[config.mk]
export PLATFORM = sky130hd
export DESIGN_NAME = i2s_tx
export DESIGN_NICKNAME = d
export VERILOG_FILES = /design/src/rtl/i2s_pkg.sv /design/src/rtl/i2s_clkgen.sv /design/src/rtl/i2s_tx.sv
export SDC_FILE = /design/constraint.sdc
export NUM_CORES = 1
export LEC_CHECK = 0
export CORE_AREA = 5 5 84 86
export DETAILED_ROUTE_END_ITERATION = 8
export DIE_AREA = 0 0 89 91
export GPL_ROUTABILITY_DRIVEN = 0
export GPL_TIMING_DRIVEN = 0
export PLACE_DENSITY = 0.76
export SYNTH_ARGS = -nofsm -noshare
export SYNTH_HDL_FRONTEND = slang
export SYNTH_SLANG_ARGS = --single-unit
[constraint.sdc]
create_clock -name clk -period 3 [get_ports clk]
set_input_delay 0.45 -clock clk [delete_from_list [all_inputs] [get_ports clk]]
set_output_delay 0.45 -clock clk [all_outputs]
set_load 0.05 [all_outputs]
[src/rtl/i2s_pkg.sv]
// rtl/i2s_pkg.sv - shared I2S types and default geometry
package i2s_pkg;

  localparam int I2S_DATA_W = 16;
  localparam int I2S_SLOT_W = 32;

  typedef struct packed {
    logic [15:0] l;
    logic [15:0] r;
  } stereo_s;

  typedef enum logic {
    CH_L = 1'b0,
    CH_R = 1'b1
  } chan_e;

endpackage

[src/rtl/i2s_clkgen.sv]
// rtl/i2s_clkgen.sv - BCK divider with fall-event strobe
module i2s_clkgen
  import i2s_pkg::*;
#(
  parameter int CLK_DIV = 4
) (
  input  logic clk,
  input  logic rst,
  input  logic en,
  output logic sck,
  output logic fall
);

  // CLK_DIV=1 still needs a one-bit counter that simply sits at zero
  localparam int DW = (CLK_DIV > 1) ? $clog2(CLK_DIV) : 1;
  localparam logic [DW-1:0] DIV_LAST = DW'(CLK_DIV - 1);

  logic [DW-1:0] div_cnt;
  logic          tick;

  assign tick = (div_cnt == DIV_LAST);
  // a tick while sck is high is the 1->0 edge the framing logic works on
  assign fall = tick & sck;

  // half-period counter; sck toggles on every wrap, first toggle is a rise
  always_ff @(posedge clk) begin
    if (rst || !en) begin
      div_cnt <= '0;
      sck     <= 1'b0;
    end else if (tick) begin
      div_cnt <= '0;
      sck     <= ~sck;
    end else begin
      div_cnt <= div_cnt + 1'b1;
    end
  end

endmodule

[src/rtl/i2s_tx.sv]
// rtl/i2s_tx.sv - I2S master transmitter: framing, sample buffers, serialiser
module i2s_tx
  import i2s_pkg::*;
#(
  parameter int CLK_DIV = 4,
  parameter int DATA_W  = I2S_DATA_W,
  parameter int SLOT_W  = I2S_SLOT_W
) (
  input  logic              clk,
  input  logic              rst,
  input  logic              en,
  input  logic              s_valid,
  output logic              s_ready,
  input  logic [DATA_W-1:0] s_data_l,
  input  logic [DATA_W-1:0] s_data_r,
  output logic              sck,
  output logic              ws,
  output logic              sd,
  output logic              frame_start,
  output logic              underrun
);

  localparam int FRAME_W = 2 * SLOT_W;
  localparam int BW      = $clog2(FRAME_W);
  localparam int IW      = (DATA_W > 1) ? $clog2(DATA_W) : 1;
  localparam logic [BW-1:0] BIT_LAST = BW'(FRAME_W - 1);

  logic              bck_fall;
  logic [BW-1:0]     bit_cnt;
  logic [BW-1:0]     bit_nxt;
  logic              frame_wrap;
  chan_e             chan_nxt;
  int                slot_bit;
  logic [IW-1:0]     bit_idx;
  logic              sd_nxt;
  logic              accept;
  logic              pend_valid;
  logic              pend_valid_nxt;
  logic [DATA_W-1:0] pend_l;
  logic [DATA_W-1:0] pend_r;
  logic [DATA_W-1:0] act_l;
  logic [DATA_W-1:0] act_r;

  i2s_clkgen #(
    .CLK_DIV(CLK_DIV)
  ) u_clkgen (
    .clk (clk),
    .rst (rst),
    .en  (en),
    .sck (sck),
    .fall(bck_fall)
  );

  // position in the frame after the coming fall, and the bit to present there
  always_comb begin
    bit_nxt    = (bit_cnt == BIT_LAST) ? '0 : bit_cnt + 1'b1;
    frame_wrap = bck_fall && (bit_cnt == BIT_LAST);
    chan_nxt   = (int'(bit_nxt) >= SLOT_W) ? CH_R : CH_L;
    slot_bit   = (chan_nxt == CH_R) ? int'(bit_nxt) - SLOT_W : int'(bit_nxt);
    bit_idx    = IW'(DATA_W - slot_bit);
    sd_nxt     = 1'b0;
    // slot bit 0 is the one-BCK I2S delay; the active words only reload on
    // that bit, so reading the old buffers here is always correct
    if (slot_bit >= 1 && slot_bit <= DATA_W) begin
      sd_nxt = (chan_nxt == CH_R) ? act_r[bit_idx] : act_l[bit_idx];
    end
  end

  // pending slot: frame start empties it, an accept fills it (never both)
  always_comb begin
    accept         = s_valid & s_ready;
    pend_valid_nxt = pend_valid;
    if (frame_wrap) begin
      pend_valid_nxt = 1'b0;
    end
    if (accept) begin
      pend_valid_nxt = 1'b1;
    end
  end

  // frame counter, line outputs, buffers and handshake state
  always_ff @(posedge clk) begin
    if (rst || !en) begin
      bit_cnt     <= BIT_LAST;
      ws          <= 1'b1;
      sd          <= 1'b0;
      frame_start <= 1'b0;
      underrun    <= 1'b0;
      s_ready     <= 1'b1;
      pend_valid  <= 1'b0;
      pend_l      <= '0;
      pend_r      <= '0;
      act_l       <= '0;
      act_r       <= '0;
    end else begin
      frame_start <= frame_wrap;
      underrun    <= frame_wrap & ~pend_valid;
      if (bck_fall) begin
        bit_cnt <= bit_nxt;
        ws      <= (chan_nxt == CH_R);
        sd      <= sd_nxt;
      end
      // an empty pending slot at frame start mutes the whole frame
      if (frame_wrap) begin
        act_l <= pend_valid ? pend_l : '0;
        act_r <= pend_valid ? pend_r : '0;
      end
      if (accept) begin
        pend_l <= s_data_l;
        pend_r <= s_data_r;
      end
      pend_valid <= pend_valid_nxt;
      s_ready    <= ~pend_valid_nxt;
    end
  end

endmodule

# [After elaboration in Yosys (flattened, before gate mapping)]
# Index checks and enable logic that the tools add are counted.
# W data, S select, Z words.
[op_classes] n_mux=13 n_reduce_logical=5 n_lt_le_gt_ge=4 eq_ne=2 n_bitwise=6 add_sub_neg=4
[op_table] cell="$ge A32 B2 Y1 const B" n=1
[op_table] cell="$le A32 B6 Y1 const B" n=1
[op_table] cell="$mux W16" n=2
[op_table] cell="$mux W32" n=1
[op_table] cell="$bmux W1 S4" n=2
[op_table] cell="$mux W1" n=7
[op_table] cell="$sub A6 B6 Y7 const B" n=1
[op_table] cell="$add A6 B1 Y6 const B" n=1
[op_table] cell="$eq A6 B6 Y1 const B" n=1
[op_table] cell="$ge A6 B6 Y1 const B" n=1
[op_table] cell="$mux W6" n=1
[op_table] cell="$lt A4 B5 Y1 const B" n=1
[op_table] cell="$sub A1 B4 Y4 const A" n=1
[op_table] cell="$and A1 B1 Y1" n=3
[op_table] cell="$not A1 Y1" n=3
[op_table] cell="$add A2 B1 Y2 const B" n=1
[op_table] cell="$eq A2 B2 Y1 const B" n=1
[op_table] cell="$logic_and A1 B1 Y1" n=2
[op_table] cell="$reduce_or A2 Y1" n=1
[op_table] cell="$logic_not A1 Y1" n=1
[op_table] cell="$logic_or A1 B1 Y1" n=1
[totals] wordCells=47 out_inout_bits=6 input_bits=36 register_bits=79

# [Depth between registers and ports, before layout]
# Gate-level depths: netlist of the first run.
[logic_depth] word_depth=10 ltp_mapped=10 depth_no_buf=8

# [By module]
# Synthesis of the first run repeated with hierarchy kept, for this count alone.
[unflattened] cells_unflattened=348 area_unflattened_um2=3150.5
[modules_own_cells] module="i2s_tx" area_each_um2=3032.9 seq_area_each_um2=1521.5 n_inst=1 cells_per_inst=338
[modules_own_cells] module="i2s_clkgen" area_each_um2=117.6 seq_area_each_um2=60.1 n_inst=1 cells_per_inst=10

# [Worst setup path before layout of the first run]
# OpenSTA, ideal clock, no wires.
[synth_path] kind="register -> register" start="register bit_cnt[1]" end="register sd" setup_time_ps=118 required_ps=2882 slack_ps=762 period_less_slack_ps=2238 path_stages_with_launch=11 path_buffers=2 arrival_time_ps=2120 cell_sequence="dfxtp_1 clkbuf_1 inv_1 ha_1 buf_2 mux4_2 nand2_1 o311ai_0 a311o_1 o211ai_2 o21ai_1"
[synth_between] elab_chain_cells=10 word_cells_on_any_way=17 cone_classes="3 x add/sub; 3 x order compare; 1 x eq/ne; 9 x mux; 1 x reduce/logical"
[synth_lines] element="start: declaration" line="i2s_tx.sv:29" text="logic [BW-1:0] bit_cnt;"
[synth_lines] element="start signal: assignment" line="i2s_tx.sv:99" text="bit_cnt <= bit_nxt;"
[synth_lines] element="$add A6 B1 Y6 or $eq A6 B6 Y1 (tied branches)" line="i2s_tx.sv:56" text="bit_nxt = (bit_cnt == BIT_LAST) ? '0 : bit_cnt + 1'b1;"
[synth_lines] element="$mux W6 *" line="i2s_tx.sv:56"
[synth_lines] element="net bit_nxt[1]" line="i2s_tx.sv:30" text="logic [BW-1:0] bit_nxt;"
[synth_lines] element="$ge A6 B6 Y1" line="i2s_tx.sv:58" text="chan_nxt = (int'(bit_nxt) >= SLOT_W) ? CH_R : CH_L;"
[synth_lines] element="$mux W1" line="i2s_tx.sv:58"
[synth_lines] element="$mux W32" line="i2s_tx.sv:59" text="slot_bit = (chan_nxt == CH_R) ? int'(bit_nxt) - SLOT_W : int'(bit_nxt);"
[synth_lines] element="$sub A1 B4 Y4" line="i2s_tx.sv:60" text="bit_idx = IW'(DATA_W - slot_bit);"
[synth_lines] element="$bmux W1 S4" line="i2s_tx.sv:65" text="sd_nxt = (chan_nxt == CH_R) ? act_r[bit_idx] : act_l[bit_idx];"
[synth_lines] element="$mux W1 (implied by the code)" line="i2s_tx.sv:65"
[synth_lines] element="$mux W1" line="i2s_tx.sv:65"
[synth_lines] element="$mux W1 *" line="i2s_tx.sv:64" text="if (slot_bit >= 1 && slot_bit <= DATA_W) begin"
[synth_lines] element="end signal: assignment" line="i2s_tx.sv:101" text="sd <= sd_nxt;"
[synth_lines] element="end: declaration" line="i2s_tx.sv:18" text="output logic sd,"
# Mark *: on every way through the listed nets, which the timed path passes. The rest lies on a longest branch. The select of a mux whose other input is x is not followed.
# A chain may end at the register's enable or synchronous reset.

# [Worst setup path in the final report of the first run]
# Ends and elaborated chain as after synthesis.

==> out/results.txt, run 1 <==
The flow ran to the end, and the final reports show no timing, DRC or antenna violations. STA puts the critical path data required time at 3.24 ns. Total power divided by cell area: 512.4 nW/um^2. The run gives 0.5172 as the effective utilization at floorplan. The number of distinct standard cells referenced by the synthesized netlist is 50, and the count of pins over their slew limit is 0.

In the routed layout, each cell is associated on average with a via count of 5.599. For this design, the CTS-stage hold fixing added 0 buffers. Each instance of the synthesized netlist takes up on average 9.302 sq um. The tools report the maximum clock insertion buffer count as 2.

After synthesis the netlist holds a flip-flop and latch count of 79. The routed design could run at a clock period as short as 2.744 ns. The max-capacitance violation count came out at 0. The main flop type after synthesis was dfxtp_1. The maximum number of pins on one net before global-route repair came out at 14. The number of rows in the core area was 29.

Fraction of the cycle the final worst path needs: 0.9148. Traced cell by cell, the critical path runs through clkbuf_1, inv_1, ha_1, buf_2, mux4_2, nand2_1, o311ai_0, a311o_1, o211ai_2, o21ai_1. For the critical path data arrival time, the log shows 2.98 ns. The register clock-pin slew on the reported worst setup and hold paths is 0.08 ns. The tools report the sequential fraction of the synthesis area as 0.4928.

The worst setup path is captured at a flop. Of all nets on the critical path, the largest fanout is 10. During I/O placement, the number of pins put on the boundary was 42. The number of vias in the routed layout came out at 2682.

For the number of nets in the finished design, the log shows 436. In this run, post-CTS repair resized a total of 0 instances. Timing would allow up to 0.3644 GHz. The first global-routing pass estimated 12180 um of wire.

Count of filler cells inserted in the layout: 523. The tools report the final antenna diode count as 0. For the number of global-route vias before repair, the log shows 2614. The remaining number of nets flagged by the antenna check after routing is 0. By area the synthesized netlist is led by dfxtp_1 49%, nand2_1 9.0%, a22o_1 8.2%, a21oi_1 6.7%, mux2i_1 2.2%. The area growth from synthesis to layout is 22.26%. For the final routed database, the setup TNS stands at 0 ns. Average detailed-routed wire length per instance: 14.87 um. The placeable core region is 6205 sq um. The root cell of the clock tree is clkbuf_8.

The longest individual stage delay on the worst path came out at 0.41 ns. The clock drives 79 sinks. Fraction of synthesized cell area taken by the top area cell type: 0.4928. The critical path is of the flop to flop type. The tools report the yosys synthesis warning count as 0.

The slowest stage of the critical path is the ha_1 cell. The floorplan die area came out at 8099 sq um. Among all cell types in the netlist, the one instantiated most often is dfxtp_1. The H-tree was split into 3 levels. In this run the horizontal extent of the chip is 89 um. For the detailed-router iteration count before antenna repair, the log shows 5.

Clock skew on the completed layout was measured at 0.008831 ns. The number of placed instances with taps included is 463, and the synthesized area is 3209 sq um. Number of CTS-inserted buffers: 9. The tools report the final count of hold timing violations as 0. The remaining routing DRC violations was 0. In this run the vertical extent of the chip is 91 um. The run gives 479 as the final cell count without fillers. For this design the static power due to leakage is 1.556 nW. TritonCTS built the clock tree. The run gives 0 as the number of post-CTS setup repair buffers. The final layout contains routed wiring with a total length of 7121 um. In the synthesized netlist, the number of instances is 345.

The transition time of the tightest slew-check pin came out at 0.4962 ns. The number of synthesized flops with an enable pin was 0; the total power draw was 2.011 mW. The worst setup path is launched from a flop.

The cell type contributing the most total cell area after synthesis is dfxtp_1. Setup violations remaining at the end of the flow were counted as 0. The number of antenna violations at the first check in global routing is 0, and the clock insertion delay at the later pin of the skew report is 0.35 ns. The proportion of layout cells with a drive suffix above 1 is 0.09453, and the proportion of synthesized flip-flops having asynchronous set or reset is 0. In this run, the number of DRC markers left after iteration 0 of detailed routing was 155. The run gives 0.6681 as the worst slew margin relative to its limit.

The commonest cells after synthesis are 79 x dfxtp_1, 77 x nand2_1, 43 x a21oi_1, 30 x a22o_1, 16 x clkbuf_1. The overall track demand over capacity in global routing is 0.1918. The tools report the worst supply voltage drop on vdd as 0.3255 mV. The run gives 384 as the post-synthesis net count. Type of the most critical hold path: flop to flop. The remaining global-route overflow came out at 0. The wire-length estimate of the detail-placed layout is 5121 um. Setup repair after global routing left no endpoint under its margin. Count of input and output buffers: 41.
## cell families (layout without fill, tap and decap cells)
| family | Yosys count | in the layout | share of synthesized area |
|---|---|---|---|
| adders and majority gates | 3 | 3 | 0.01170 |
| DFF | 79 | 79 | 0.4928 |
| AOI/OAI and AO/OA | 103 | 103 | 0.2191 |
| and+or+nand+nor | 112 | 112 | 0.1556 |
| buffers and inverters | 33 | 90 | 0.05614 |
| muxes | 13 | 13 | 0.05926 |
| xor gates and xnor gates | 2 | 2 | 0.005459 |
## flip-flops by register name, indices dropped and copies added (netlist names), 2 cells and up
name / count
bit_cnt: 6
act_r: 16
pend_r: 16
u_clkgen.div_cnt: 2
act_l: 16
pend_l: 16
## power by group
group | switching (mW) | total [mW] | internal, mW
Clock | 0.386 | 0.819 | 0.434
Combinational | 0.0589 | 0.119 | 0.0597
Sequential | 0.00898 | 1.07 | 1.06
## through the flow
stage | utilization | hold WS (ns) | instance area [sq um] | worst slack, ns
detailed placement | 0.5989 | 0.4227 | 3716 | 0.2975
global placement | 0.5989 | 0.4129 | 3716 | 0.3393
finish | 0.6324 | 0.4279 | 3924 | 0.2557
CTS | 0.6324 | 0.4343 | 3924 | 0.2794
floorplan | - | 0.4043 | 3209 | 0.7619
global route | 0.6324 | 0.4571 | 3924 | 0.02152
## cell usage in the layout, fill, tap and decap left out, types with 8 or more instances in the layout
master | netlist | layout
dfxtp_1 | 79 | 79
nand2_1 | 77 | 77
clkbuf_1 | 16 | 17
o21ai_0 | 8 | 8
a22o_1 | 30 | 30
a21oi_1 | 43 | 43
clkbuf_8 | 2 | 13
clkdlybuf4s50_1 | 0 | 41
## cell type report
class,instances,area [sq um],area share
flip-flops and latches,79,1582,0.4031
multi-input cells,233,1448,0.3689
repair buffers,41,410.4,0.1046
plain buffers,28,161.4,0.04114
clock buffers,12,155.1,0.03954
well taps,77,96.34,0.02455
clock inverters,4,52.55,0.01339
inverters,5,18.77,0.004783
## final timing paths
| check | start | endpoint | slack, ns | depth (start not counted) |
|---|---|---|---|---|
| worst max register to register | bit_cnt[1] | sd | 0.26 | 10 |
| worst min register to register | u_clkgen.div_cnt[0] | u_clkgen.div_cnt[0] | 0.43 | 1 |
| worst min-delay path | u_clkgen.div_cnt[0] | u_clkgen.div_cnt[0] | 0.43 | 1 |
| worst max-delay path | bit_cnt[1] | sd | 0.26 | 10 |
## critical path: cells and delay by family, from the launching register on
kind | cells | cell delay, ns
adder cells (fa/ha/maj) | 1 | 0.41
multiplexers | 1 | 0.35
AND/OR/NAND/NOR | 1 | 0.11
buffers and inverters | 3 | 0.71
flip-flops | 1 | 0.34
AO/OA/AOI/OAI | 4 | 0.71
## routing by layer
metal | vias up | track usage | share of wire
met1 | 1261 | 0.2483 | 0.44
li1 | 1323 | - | -
met2 | 82 | 0.3045 | 0.49
met3 | 16 | 0.03710 | 0.055
met4 | 0 | 0.09181 | 0.020
met5 | - | 0 | 0
Note: power is estimated with default switching activity, not from simulation.
==> run 2: changes to the inputs <==
--- a/config.mk
+++ b/config.mk
@@ -5,6 +5,7 @@
 export SDC_FILE = /design/constraint.sdc
 export NUM_CORES = 1
 export LEC_CHECK = 0
+export ABC_CLOCK_PERIOD_IN_PS = 3000
 export CORE_AREA = 5 5 84 86
 export DETAILED_ROUTE_END_ITERATION = 8
 export DIE_AREA = 0 0 89 91
==> results of run 2 <==
Same layout as run 1: the final DEF is identical, and so are final timing and power.
